==> src/rtl/cover_toggle_sched.sv <==
// cover_toggle_sched: filters toggle-coverage hits through a sticky covered map.
// It queues first-time hits in a pending bitmap and drains them one index per
// handshake, lowest bit first. A flush-then-clear sequence resets the map between runs.
module cover_toggle_sched #(
  parameter int          WIDTH       = 64,
  parameter int unsigned COVER_INDEX = 0,
  parameter int          IDX_W       = 64,
  parameter int          CNT_W       = $clog2(WIDTH + 1)
) (
  input  logic              clock,
  input  logic              reset,
  input  logic              enable,
  input  logic [WIDTH-1:0]  valid,
  input  logic              clear,
  output logic              out_valid,
  input  logic              out_ready,
  output logic [IDX_W-1:0]  out_index,
  output logic [CNT_W-1:0]  covered_count,
  output logic              pending_any,
  output logic              clear_done
);

  typedef enum logic [1:0] {
    ST_RUN   = 2'd0,
    ST_FLUSH = 2'd1,
    ST_CLEAR = 2'd2
  } state_t;

  state_t            r_state;
  state_t            w_state_nxt;
  logic [WIDTH-1:0]  r_covered;
  logic [WIDTH-1:0]  r_pending;
  logic              r_out_valid;
  logic [IDX_W-1:0]  r_out_index;
  logic [CNT_W-1:0]  r_count;
  logic              r_clear_done;

  logic              w_capture;
  logic              w_wipe;
  logic [WIDTH-1:0]  w_new;
  logic              w_slot_free;
  logic [WIDTH-1:0]  w_pick_oh;
  logic [IDX_W-1:0]  w_pick_idx;
  logic [WIDTH-1:0]  w_load_mask;

  // Number of set bits in a hit vector; one extra bit so WIDTH itself fits.
  function automatic logic [CNT_W:0] popcount(input logic [WIDTH-1:0] v);
    logic [CNT_W:0] c;
    c = '0;
    for (int i = 0; i < WIDTH; i++) begin
      c = c + {{CNT_W{1'b0}}, v[i]};
    end
    return c;
  endfunction

  // Add with saturation at WIDTH, so the count stays bounded even if it is ever misused.
  function automatic logic [CNT_W-1:0] sat_count(input logic [CNT_W-1:0] cur,
                                                 input logic [CNT_W:0]   add);
    logic [CNT_W+1:0] s;
    s = {2'b00, cur} + {1'b0, add};
    if (s > (CNT_W + 2)'(WIDTH)) begin
      return CNT_W'(WIDTH);
    end
    return s[CNT_W-1:0];
  endfunction

  // Lowest set pending bit: one-hot mask and its bit position.
  always_comb begin
    w_pick_oh  = '0;
    w_pick_idx = '0;
    for (int i = WIDTH - 1; i >= 0; i--) begin
      if (r_pending[i]) begin
        w_pick_oh    = '0;
        w_pick_oh[i] = 1'b1;
        w_pick_idx   = IDX_W'(i);
      end
    end
  end

  assign w_slot_free = !r_out_valid || out_ready;
  assign w_load_mask = w_slot_free ? w_pick_oh : '0;
  assign w_new       = w_capture ? (valid & ~r_covered) : '0;

  // Next-state and per-state controls: capture only in RUN, wipe only in CLEAR.
  always_comb begin
    w_state_nxt = r_state;
    w_capture   = 1'b0;
    w_wipe      = 1'b0;
    case (r_state)
      ST_RUN: begin
        w_capture = enable;
        if (clear) w_state_nxt = ST_FLUSH;
      end
      ST_FLUSH: begin
        if (r_pending == '0 && !r_out_valid) w_state_nxt = ST_CLEAR;
      end
      ST_CLEAR: begin
        w_wipe      = 1'b1;
        w_state_nxt = ST_RUN;
      end
      default: w_state_nxt = ST_RUN;
    endcase
  end

  // State register.
  always_ff @(posedge clock or negedge reset) begin
    if (!reset) r_state <= ST_RUN;
    else        r_state <= w_state_nxt;
  end

  // Covered map, pending bitmap, output slot and counters.
  always_ff @(posedge clock or negedge reset) begin
    if (!reset) begin
      r_covered    <= '0;
      r_pending    <= '0;
      r_out_valid  <= 1'b0;
      r_out_index  <= '0;
      r_count      <= '0;
      r_clear_done <= 1'b0;
    end else begin
      r_pending    <= (r_pending & ~w_load_mask) | w_new;
      r_clear_done <= w_wipe;
      if (w_wipe) begin
        r_covered <= '0;
        r_count   <= '0;
      end else begin
        r_covered <= r_covered | w_new;
        r_count   <= sat_count(r_count, popcount(w_new));
      end
      if (w_slot_free) begin
        if (r_pending != '0) begin
          r_out_valid <= 1'b1;
          r_out_index <= IDX_W'(COVER_INDEX) + w_pick_idx;
        end else begin
          r_out_valid <= 1'b0;
        end
      end
    end
  end

  assign out_valid     = r_out_valid;
  assign out_index     = r_out_index;
  assign covered_count = r_count;
  assign pending_any   = (r_pending != '0) || r_out_valid;
  assign clear_done    = r_clear_done;

endmodule

==> config.mk <==
export PLATFORM = sky130hd
export DESIGN_NAME = cover_toggle_sched
export DESIGN_NICKNAME = d
export VERILOG_FILES = /design/src/rtl/cover_toggle_sched.sv
export SDC_FILE = /design/constraint.sdc
export NUM_CORES = 1
export LEC_CHECK = 0
export ABC_AREA = 0
export CAP_MARGIN = 30
export CORE_ASPECT_RATIO = 0.5
export CORE_UTILIZATION = 59
export CTS_CLUSTER_DIAMETER = 120
export DETAILED_ROUTE_END_ITERATION = 7
export PLACE_DENSITY = 0.87
export SKIP_LAST_GASP = 1
export SLEW_MARGIN = 20
export SYNTH_ARGS = -nofsm -noshare
export SYNTH_HDL_FRONTEND = slang
export SYNTH_SLANG_ARGS = --single-unit
export TNS_END_PERCENT = 30
==> constraint.sdc <==
create_clock -name clock -period 22.4 [get_ports clock]
set_input_delay 3.36 -clock clock [delete_from_list [all_inputs] [get_ports clock]]
set_output_delay 3.36 -clock clock [all_outputs]
set_load 0.05 [all_outputs]
==> run_results.csv, run 1 <==
group,metric,value,unit
setup_path,crit_slowest_cell,"buf_4",
place,routabilityCongestion,0.9720,
cts,cts_tree,"yes",
yosys,netlist.area_leader.share,0.4068,
detailed_routing,routed_wl,22700,um
setup_path,crit_required,22.70,ns
yosys,syn_inst,935,
timing,min_period,11.71,ns
timing,worst-slew-pin-transition,0.7940,ns
cts,hold_buffers,0,
job,maxCapViolations,0,
place,dp.cells,1195,
global_routing,overflow,0,
setup_path,crit_fanout,67,
cts,clk_latency,0.43,ns
global_routing,grt_pass1_wl,36930,um
detailed_routing,drc,0,
global_routing,grt_max_degree,84,
cts,postCtsSetupBuffers,0,
power,leakage,5.118,nW
cts,cts_sinks,145,
setup_path,start_kind,"input port",
yosys,synth_area_per_cell,9.540,um2
cells_and_area,final_nets,1167,
timing,setup_slack,10.69,ns
setup_path,cp_common_cell,"fa_1",
floorplan,core-area,14620,um2
floorplan,die-area,15640,um2
place,port-buffer-count,84,
detailed_routing,first_pass_iters,7,
yosys,ys_types,55,
cts,cts_inserted_buffers,17,
timing,final.setup_skew,0.01112,ns
setup_path,cp-end-kind,"register",
global_routing,antenna_found_initial,0,
global_routing,gr-usage-all-layers,0.3130,
cts,cts_buffer_depth,2,
cts,htree_levels,4,
timing,finalSetupViolCount,0,
yosys,synth-seq-cells,145,
detailed_routing,drt_iter0_drc,836,
yosys,synthTopCellsByCount,"dfrtp_1, nor2_1, nand2_1",
detailed_routing,ant_nets,0,
run_status,outcome,"complete, no violations",
place,place_area,9736,um2
power,peakVddDrop,0.05371,mV
yosys,yosysMostFrequentCell,"dfrtp_1",
hold_path,hold_class,"reg -> reg",
yosys,async_flop_share,1.000,
cells_and_area,antenna_cells,0,
global_routing,grt_pass1_vias,7049,
timing,hold_viol,0,
place,dp_slack,10.43,ns
detailed_routing,vias,7346,
timing,slew_viol_final,0,
yosys,seq_area_frac_synth,0.4068,
timing,timing.final.crit_share,0.5226,
power,p_per_area,84.84,nW/um2
place,dpl.hpwl,16420,um
cells_and_area,area_growth,16.06,%
setup_path,criticalPathCategory,"in -> reg",
floorplan,fp.dieW,175.9,um
setup_path,cp_data_arrival_time,12.00,ns
cts,clockRootBuffer,"clkbuf_16",
setup_path,slowest_delay,0.61,ns
cells_and_area,final_cells,1227,
floorplan,ioPinCount,143,
floorplan,rows,31,
timing,rsz0062_at_grt,"false",
yosys,synth.area.top_cells,"dfrtp_1, fa_1, nor2_1, buf_4, a21oi_1",
yosys,ys_dominant_reg_cell,"dfrtp_1",
yosys,yosys_warnings,0,
timing,tns,0,ns
yosys,syn_area,8920,um2
timing,max_freq,0.08542,GHz
detailed_routing,drt-wirelength-per-cell,18.50,um
cells_and_area,drive_gt1_frac,0.05248,
floorplan,fp.dieH,88.95,um
detailed_routing,avgViaCountPerCell,5.987,
cells_and_area,final_cell_area,10350,um2
yosys,synth_edf_count,0,
cts,ctsResizeCount,0,
timing,relSlewSlack,0.4707,
floorplan,initial_core_util,0.6100,
cts,path_clk_slew,0.06,ns
yosys,yosysTopAreaCell,"dfrtp_1",
==> where the power goes <==
group / switching, W / internal [W] / leakage (nW)
clock network: 0.000122 / 0.000180 / 0.292
logic: 0.000169 / 0.0000945 / 2.96
registers: 0.0000227 / 0.000289 / 1.86
total: 0.000314 / 0.000564 / 5.12
==> cells in the final DEF, fill, tap and decap left out, drive strengths merged, types with 2 or more instances in the layout <==
| master | synthesis | final |
|---|---|---|
| a2111oi | 3 | 3 |
| a211oi | 2 | 2 |
| a21o | 13 | 13 |
| a21oi | 77 | 77 |
| a31oi | 5 | 5 |
| buf | 65 | 5 |
| bufinv | 0 | 3 |
| clkbuf | 18 | 19 |
| clkdlybuf4s50 | 0 | 83 |
| clkinv | 0 | 2 |
| clkinvlp | 0 | 3 |
| conb | 1 | 58 |
| dfrtp | 145 | 145 |
| fa | 57 | 57 |
| ha | 25 | 25 |
| inv | 65 | 70 |
| nand2 | 97 | 97 |
| nand2b | 10 | 10 |
| nand3 | 5 | 5 |
| nand3b | 40 | 40 |
| nand4 | 11 | 11 |
| nor2 | 126 | 126 |
| nor2b | 8 | 8 |
| nor3 | 17 | 17 |
| nor3b | 5 | 5 |
| nor4 | 26 | 26 |
| o211ai | 3 | 3 |
| o21a | 7 | 7 |
| o21ai | 49 | 49 |
| o21bai | 2 | 2 |
| o221ai | 2 | 2 |
| o22ai | 3 | 3 |
| o311ai | 3 | 3 |
| o31a | 3 | 3 |
| o31ai | 8 | 8 |
| o41ai | 8 | 8 |
| or2 | 5 | 5 |
| or3 | 6 | 6 |
| or4 | 2 | 2 |
| xor2 | 2 | 2 |
==> kinds of logic after synthesis <==
family                   synth area share
AO/OA/AOI/OAI                      0.1303
XOR/XNOR                         0.001964
adder cells (fa/ha/maj)            0.1630
buffers and inverters             0.08683
flip-flops                         0.4068
multiplexers                     0.001122
other                           0.0004204
AND/OR/NAND/NOR                    0.2096
==> through the flow <==
stage / hold slack, ns / total power [W] / util
after floorplan: 0.4418 / 0.0004898 / -
after global placement: 0.4549 / 0.0005608 / 0.6658
final: 0.4872 / 0.0008783 / 0.7080
after CTS: 0.4874 / 0.0008733 / 0.7080
after detailed placement: 0.4754 / 0.0005707 / 0.6658
after global routing: 0.5088 / 0.0009134 / 0.7080
==> critical path, delay by kind of cell <==
family	cells	cell delay (ns)
adder cells (fa/ha/maj)	10	5.17
buffers and inverters	6	1.83
AND/OR/NAND/NOR	7	1.11
AO/OA/AOI/OAI	2	0.45
==> per-layer routing <==
metal | track usage | vias to the layer above | part of all wire
met4 | 0.1051 | 0 | 0.026
li1 | - | 3249 | -
met5 | 0 | - | 0
met1 | 0.4242 | 3566 | 0.42
met2 | 0.4833 | 464 | 0.45
met3 | 0.1020 | 67 | 0.11
==> final cells by class <==
cell class / count / area, um2
clock buffer: 19 / 442.9
clock inverter: 13 / 173.9
fill: 1030 / 4270
inverter: 65 / 244.0
multi-input combinational: 699 / 4743
sequential: 145 / 3628
tap: 198 / 247.7
timing repair buffer: 88 / 872.1
==> path summary, 6_finish.rpt <==
path / from / end / slack (ns) / depth (start not counted)
worst max-delay path: enable / covered_count[0] / 10.69 / 25
worst min-delay path: r_covered[63] / r_covered[63] / 0.49 / 2
worst max register to register: r_state[0] / covered_count[0] / 13.60 / 24
worst min register to register: r_covered[63] / r_covered[63] / 0.49 / 2
max in group asynchronous: reset / covered_count[0] / 18.13 / 2
min in group asynchronous: reset / r_covered[37] / 2.98 / 1
==> sequential cells by signal, summed over array words and instances (netlist names) <==
signal / cells
r_covered: 64
r_pending: 64
covered_count: 7
out_index: 6
r_state: 2
clear_done: 1
out_valid: 1
(Power assumes the default switching activity.)
==> run 2: changes to the inputs <==
--- a/config.mk
+++ b/config.mk
@@ -8,10 +8,10 @@
 export ABC_AREA = 0
 export CAP_MARGIN = 30
 export CORE_ASPECT_RATIO = 0.5
-export CORE_UTILIZATION = 59
+export CORE_UTILIZATION = 49
 export CTS_CLUSTER_DIAMETER = 120
 export DETAILED_ROUTE_END_ITERATION = 7
-export PLACE_DENSITY = 0.87
+export PLACE_DENSITY = 0.77
 export SKIP_LAST_GASP = 1
 export SLEW_MARGIN = 20
 export SYNTH_ARGS = -nofsm -noshare
==> constraint.sdc (replaced) <==
create_clock -name clock -period 9.96 [get_ports clock]
set_input_delay 1.494 -clock clock [delete_from_list [all_inputs] [get_ports clock]]
set_output_delay 1.494 -clock clock [all_outputs]
set_load 0.05 [all_outputs]
==> run 2 against run 1 <==
  * The flow now finishes with violations (design-rule violations)
  * Non-clock buffer count increased by 3
  * Critical path depth decreased by 3
  * Die area increased by 20%
  * Global-route usage decreased by 7.1 points
  * Design area increased by 0.39%
  * Power increased by 120%
  * Sequential cell count unchanged
  * Routed wire length decreased by 5.6%
  * Clock power increased by 100%
  * First-iteration DRC count decreased by 29%
  * Critical path type unchanged
==> run_results.csv, run 2 (synthesis results as in run 1) <==
group,metric,value,unit
cells_and_area,layout_common_cells,"dfrtp_1, nor2_1, nand2_1",
detailed_routing,ant_nets,0,
run_status,violations,"design-rule violations",
timing,max_freq,0.1124,GHz
global_routing,grt_pass1_vias,6565,
global_routing,gr-usage-all-layers,0.2423,
cells_and_area,antenna_cells,0,
timing,finalSetupViolCount,0,
detailed_routing,drt-wirelength-per-cell,16.93,um
floorplan,rows,34,
floorplan,initial_core_util,0.5077,
timing,timing.final.crit_share,0.8935,
global_routing,use_met1,0.3611,
setup_path,path_cells,"clkdlybuf4s50_1, nor3b_2, buf_12, nand3b_1, fa_1, inv_1, fa_1, inv_1, fa_1, fa_1, fa_1, fa_1, fa_1, fa_1, fa_1, fa_1, nor2b_1, o21a_1, nor3_1, or2_2, a31oi_1, nor3_1",
timing,final.setup_skew,0.01073,ns
timing,tns,0,ns
cts,cts_tree,"yes",
detailed_routing,drc,26,
timing,slew_viol_final,0,
setup_path,crit_fanout,78,
setup_path,cp-end-kind,"register",
cts,cts_buffer_depth,2,
cts,clockRootBuffer,"clkbuf_16",
global_routing,top_usage_layer,"met1",
timing,timing.hold.ws,0.4779,ns
timing,relSlewSlack,0.5109,
place,dpl.hpwl,16380,um
cts,hold_buffers,0,
cells_and_area,final_common_cell,"dfrtp_1",
job,maxCapViolations,0,
global_routing,antenna_found_initial,0,
global_routing,grt_pass1_wl,34740,um
global_routing,use_met3,0.06428,
setup_path,worst-r2r-cell-count,21,
run_status,outcome,"finished with violations",
floorplan,core-area,17570,um2
global_routing,grt_max_degree,79,
floorplan,die-area,18780,um2
setup_path,slowest_delay,0.63,ns
power,p_per_area,182.3,nW/um2
detailed_routing,vias,6973,
setup_path,cp_common_cell,"fa_1",
cts,ctsResizeCount,0,
detailed_routing,routed_wl,21430,um
detailed_routing,first_pass_iters,8,
cts,cts_sinks,145,
cells_and_area,drive_gt1_frac,0.05523,
cts,htree_levels,4,
hold_path,hold_class,"reg -> reg",
setup_path,crit_required,10.25,ns
floorplan,fp.dieW,192.8,um
cts,cts_inserted_buffers,17,
cells_and_area,area_growth,16.51,%
floorplan,ioPinCount,143,
detailed_routing,drt_iter0_drc,596,
timing,worst-slew-pin-transition,0.7151,ns
global_routing,overflow,0,
place,routabilityCongestion,0.9637,
cts,path_clk_slew,0.07,ns
setup_path,criticalPathCategory,"in -> reg",
floorplan,fp.dieH,97.41,um
setup_path,crit_slowest_cell,"fa_1",
timing,hold_viol,0,
cells_and_area,final_nets,1170,
setup_path,cp_data_arrival_time,9.19,ns
timing,rsz0062_at_grt,"false",
cts,clk_latency,0.43,ns
setup_path,start_kind,"input port",
hold_path,min_path_cells,1,
place,port-buffer-count,84,
detailed_routing,avgViaCountPerCell,5.508,
global_routing,met2_usage,0.3433,
cts,postCtsSetupBuffers,0,
timing,min_period,8.900,ns
power,peakVddDrop,0.1279,mV
power,leakage,5.113,nW
## run 2: report_power, final
part           internal, W  leakage (nW)  switching, W  total [W]
clock             0.000349         0.261      0.000268   0.000617
combinational     0.000211          2.99      0.000368   0.000578
sequential        0.000650          1.86     0.0000497   0.000700
## run 2: path summary, 6_finish.rpt
kind | startpoint | endpoint | slack, ns
max | enable | covered_count[1] | 1.06
min | r_covered[61] | r_pending[61] | 0.48
max reg2reg | r_state[0] | covered_count[1] | 2.09
min reg2reg | r_covered[61] | r_pending[61] | 0.48
max in group asynchronous | reset | r_pending[33] | 7.87
min in group asynchronous | reset | covered_count[6] | 1.06
## run 2: critical path: cells and delay by family
kind	cells	cell delay (ns)
AOI/OAI and AO/OA	2	0.43
adders and majority gates	10	5.28
buffers and inverters	4	0.89
and+or+nand+nor	6	1.03
## run 2: routing by layer
metal	share of wire	wire length, um
met1	0.47	10080
met2	0.43	9219
met3	0.082	1764
met4	0.017	365
met5	0	0
## run 2: final cells by class
type	count	area [um2]
Sequential cell	145	3628
Timing Repair Buffer	91	927.1
Clock inverter	13	113.9
Tap cell	234	292.8
Fill cell	1492	7177
Multi-Input combinational cell	699	4743
Inverter	65	244.0
Clock buffer	19	442.9
## run 2: metrics by stage
stage / power [W] / instances / instance area, um2 / setup WS [ns] / util
after floorplan: 0.001102 / 992 / 9134 / 1.359 / -
after CTS: 0.001896 / 1265 / 10360 / 1.108 / 0.5899
after global placement: 0.001264 / 1233 / 9808 / 0.8197 / 0.5583
final: 0.001895 / 1266 / 10390 / 1.060 / 0.5915
after detailed placement: 0.001277 / 1233 / 9808 / 0.6729 / 0.5583
after global routing: 0.001978 / 1266 / 10390 / 0.6712 / 0.5915
==> run 3: changes to the inputs <==
--- a/config.mk
+++ b/config.mk
@@ -8,11 +8,11 @@
 export ABC_AREA = 0
 export CAP_MARGIN = 30
 export CORE_ASPECT_RATIO = 0.5
-export CORE_UTILIZATION = 49
+export CORE_UTILIZATION = 51
+export CTS_BUF_LIST = sky130_fd_sc_hd__clkbuf_4 sky130_fd_sc_hd__clkbuf_8
 export CTS_CLUSTER_DIAMETER = 120
 export DETAILED_ROUTE_END_ITERATION = 7
-export PLACE_DENSITY = 0.77
-export SKIP_LAST_GASP = 1
+export PLACE_DENSITY = 0.8
 export SLEW_MARGIN = 20
 export SYNTH_ARGS = -nofsm -noshare
 export SYNTH_HDL_FRONTEND = slang
==> run 3 against run 2 <==
  * The run now ends clean
  * Design area is 1.6% lower
  * Critical path depth unchanged
  * First-iteration DRC count up 1.3%
  * Worst hold slack improved by 0.0025 ns
  * Sequential power barely moved
  * Clock skew is 0.0071 ns higher
  * Non-clock buffer count is 1 lower
  * Setup slack got worse by 0.085 ns
  * Final cell count decreased by 0.63%
  * Utilization up 2.0 points
  * Largest cell class unchanged
  * Largest power group unchanged
  * Highest routed layer unchanged
==> run_results.csv, run 3 (synthesis results as in run 1) <==
group,metric,value,unit
setup_path,cp_top_family,"adder cells",
cts,clk_latency,0.47,ns
detailed_routing,routed_wl,21370,um
setup_path,start_kind,"input port",
cts,cts_sinks,145,
cells_and_area,antenna_cells,0,
timing,hold_viol,0,
setup_path,criticalPathCategory,"in -> reg",
cells_and_area,area_growth,14.62,%
cts,ctsResizeCount,0,
timing,rsz0062_at_grt,"false",
place,port-buffer-count,84,
cts,postCtsSetupBuffers,0,
global_routing,grt_max_degree,91,
power,combPwrFrac,0.329,
global_routing,use_met1,0.3539,
setup_path,crit_fanout,90,
timing,relSlewSlack,0.4967,
global_routing,met2_usage,0.3885,
cts,path_clk_slew,0.08,ns
cells_and_area,drive_gt1_frac,0.05529,
timing,max_freq,0.1113,GHz
setup_path,cp_common_cell,"fa_1",
timing,tns,0,ns
timing,setup_slack,0.9758,ns
timing,min_period,8.984,ns
setup_path,path_cells,"clkdlybuf4s50_1, nor3b_2, buf_12, nand3b_1, fa_1, fa_1, fa_1, inv_1, fa_1, inv_1, fa_1, fa_1, fa_1, fa_1, fa_1, fa_1, nor2b_1, o21a_1, nor3_1, or2_2, a31oi_1, nor3_1",
setup_path,cp_data_arrival_time,9.32,ns
global_routing,overflow,0,
floorplan,die-area,18060,um2
detailed_routing,vias,7139,
power,peakVddDrop,0.1178,mV
run_status,outcome,"complete, no violations",
power,clkPwrFrac,0.275,
cells_and_area,final_nets,1169,
setup_path,cp-end-kind,"register",
cells_and_area,layout_common_cells,"dfrtp_1, nor2_1, nand2_1",
power,p_sw,0.0006706,W
timing,slew_viol_final,0,
timing,worst-slew-pin-transition,0.7480,ns
power,internal_power,0.001092,W
cts,hold_buffers,0,
timing,finalSetupViolCount,0,
setup_path,crit_required,10.29,ns
detailed_routing,avgViaCountPerCell,5.675,
global_routing,antenna_found_initial,0,
cells_and_area,final_common_cell,"dfrtp_1",
detailed_routing,first_pass_iters,5,
cts,cts_buffer_depth,2,
detailed_routing,drt_iter0_drc,604,
setup_path,slowest_delay,0.63,ns
floorplan,core-area,16720,um2
global_routing,grt_pass1_wl,34960,um
power,p_per_area,172.4,nW/um2
power,p_sw_frac,0.3805,
hold_path,hold_class,"reg -> reg",
setup_path,crit_slowest_cell,"fa_1",
job,maxCapViolations,0,
floorplan,fp.dieH,95.52,um
cells_and_area,fillers,1358,
setup_path,cp_num_buf_inv,4,
power,seqPwrFrac,0.396,
detailed_routing,ant_nets,0,
timing,timing.final.crit_share,0.9020,
timing,final.setup_skew,0.01779,ns
cells_and_area,seqCellArea,3628,um2
detailed_routing,drc,0,
cts,cts_inserted_buffers,17,
floorplan,fp.dieW,189.0,um
cts,clockRootBuffer,"clkbuf_8",
floorplan,initial_core_util,0.5334,
detailed_routing,drt-wirelength-per-cell,16.99,um
power,leakage,5.028,nW
global_routing,top_usage_layer,"met2",
floorplan,rows,33,
global_routing,gr-usage-all-layers,0.2546,
place,dpl.hpwl,16160,um
cells_and_area,multiInputGateArea,4743,um2
cts,htree_levels,4,
cts,cts_tree,"yes",
global_routing,use_met3,0.07692,
place,dp_slack,0.6245,ns
global_routing,grt_pass1_vias,6767,
place,routabilityCongestion,0.9395,
floorplan,ioPinCount,143,
## run 3: area by class of cell
type | instances | area share
clock inverter | 14 | 0.01530
inverter | 65 | 0.02386
sequential | 145 | 0.3549
tap | 227 | 0.02778
multi-input combinational | 699 | 0.4640
clock buffer | 18 | 0.02423
timing repair buffer | 90 | 0.08995
## run 3: routing by layer
metal / routed length, um / share of wire
met5: 0 / 0
met4: 306 / 0.014
met2: 9434 / 0.44
met3: 2068 / 0.097
met1: 9563 / 0.45
## run 3: through the flow
stage / std cells / power (W) / hold slack (ns) / utilization / instance area, um2
global route: 1258 / 0.001850 / 0.4936 / 0.6114 / 10220
global placement: 1225 / 0.001260 / 0.4571 / 0.5856 / 9792
CTS: 1257 / 0.001765 / 0.4812 / 0.6097 / 10200
finish: 1258 / 0.001763 / 0.4804 / 0.6114 / 10220
detailed placement: 1225 / 0.001274 / 0.4713 / 0.5856 / 9792
floorplan: 992 / 0.001102 / 0.4418 / - / 9134
## run 3: worst reg2reg max path, stage by stage (launching register included)
cell and delay, ns:
dfrtp_1 0.45, nor3b_2 0.30, buf_12 0.35, nand3b_1 0.28, fa_1 0.63, fa_1 0.48, fa_1 0.56, inv_1 0.06
fa_1 0.57, inv_1 0.07, fa_1 0.56, fa_1 0.49, fa_1 0.53, fa_1 0.52, fa_1 0.48, fa_1 0.47
nor2b_1 0.18, o21a_1 0.15, nor3_1 0.04, or2_2 0.30, a31oi_1 0.31, nor3_1 0.09
## run 3: path summary, 6_finish.rpt
kind / from / end / slack [ns] / depth (start not counted)
setup / recovery: enable / covered_count[1] / 0.98 / 22
hold / removal: r_covered[59] / r_pending[59] / 0.48 / 1
setup reg to reg: r_state[0] / covered_count[1] / 1.96 / 21
hold reg to reg: r_covered[59] / r_pending[59] / 0.48 / 1
max in group asynchronous: reset / r_covered[37] / 7.84 / 3
min in group asynchronous: reset / r_covered[13] / 1.00 / 1
## run 3: power by group through the flow
stage	logic, W	clock network, W	registers (W)
5_1_grt	0.000623	0.000521	0.000706
3_3_place_gp	0.000553	0	0.000707
6_report	0.000579	0.000485	0.000699
3_5_place_dp	0.000565	0	0.000709
4_1_cts	0.000573	0.000494	0.000698
2_1_floorplan	0.000342	0	0.000760
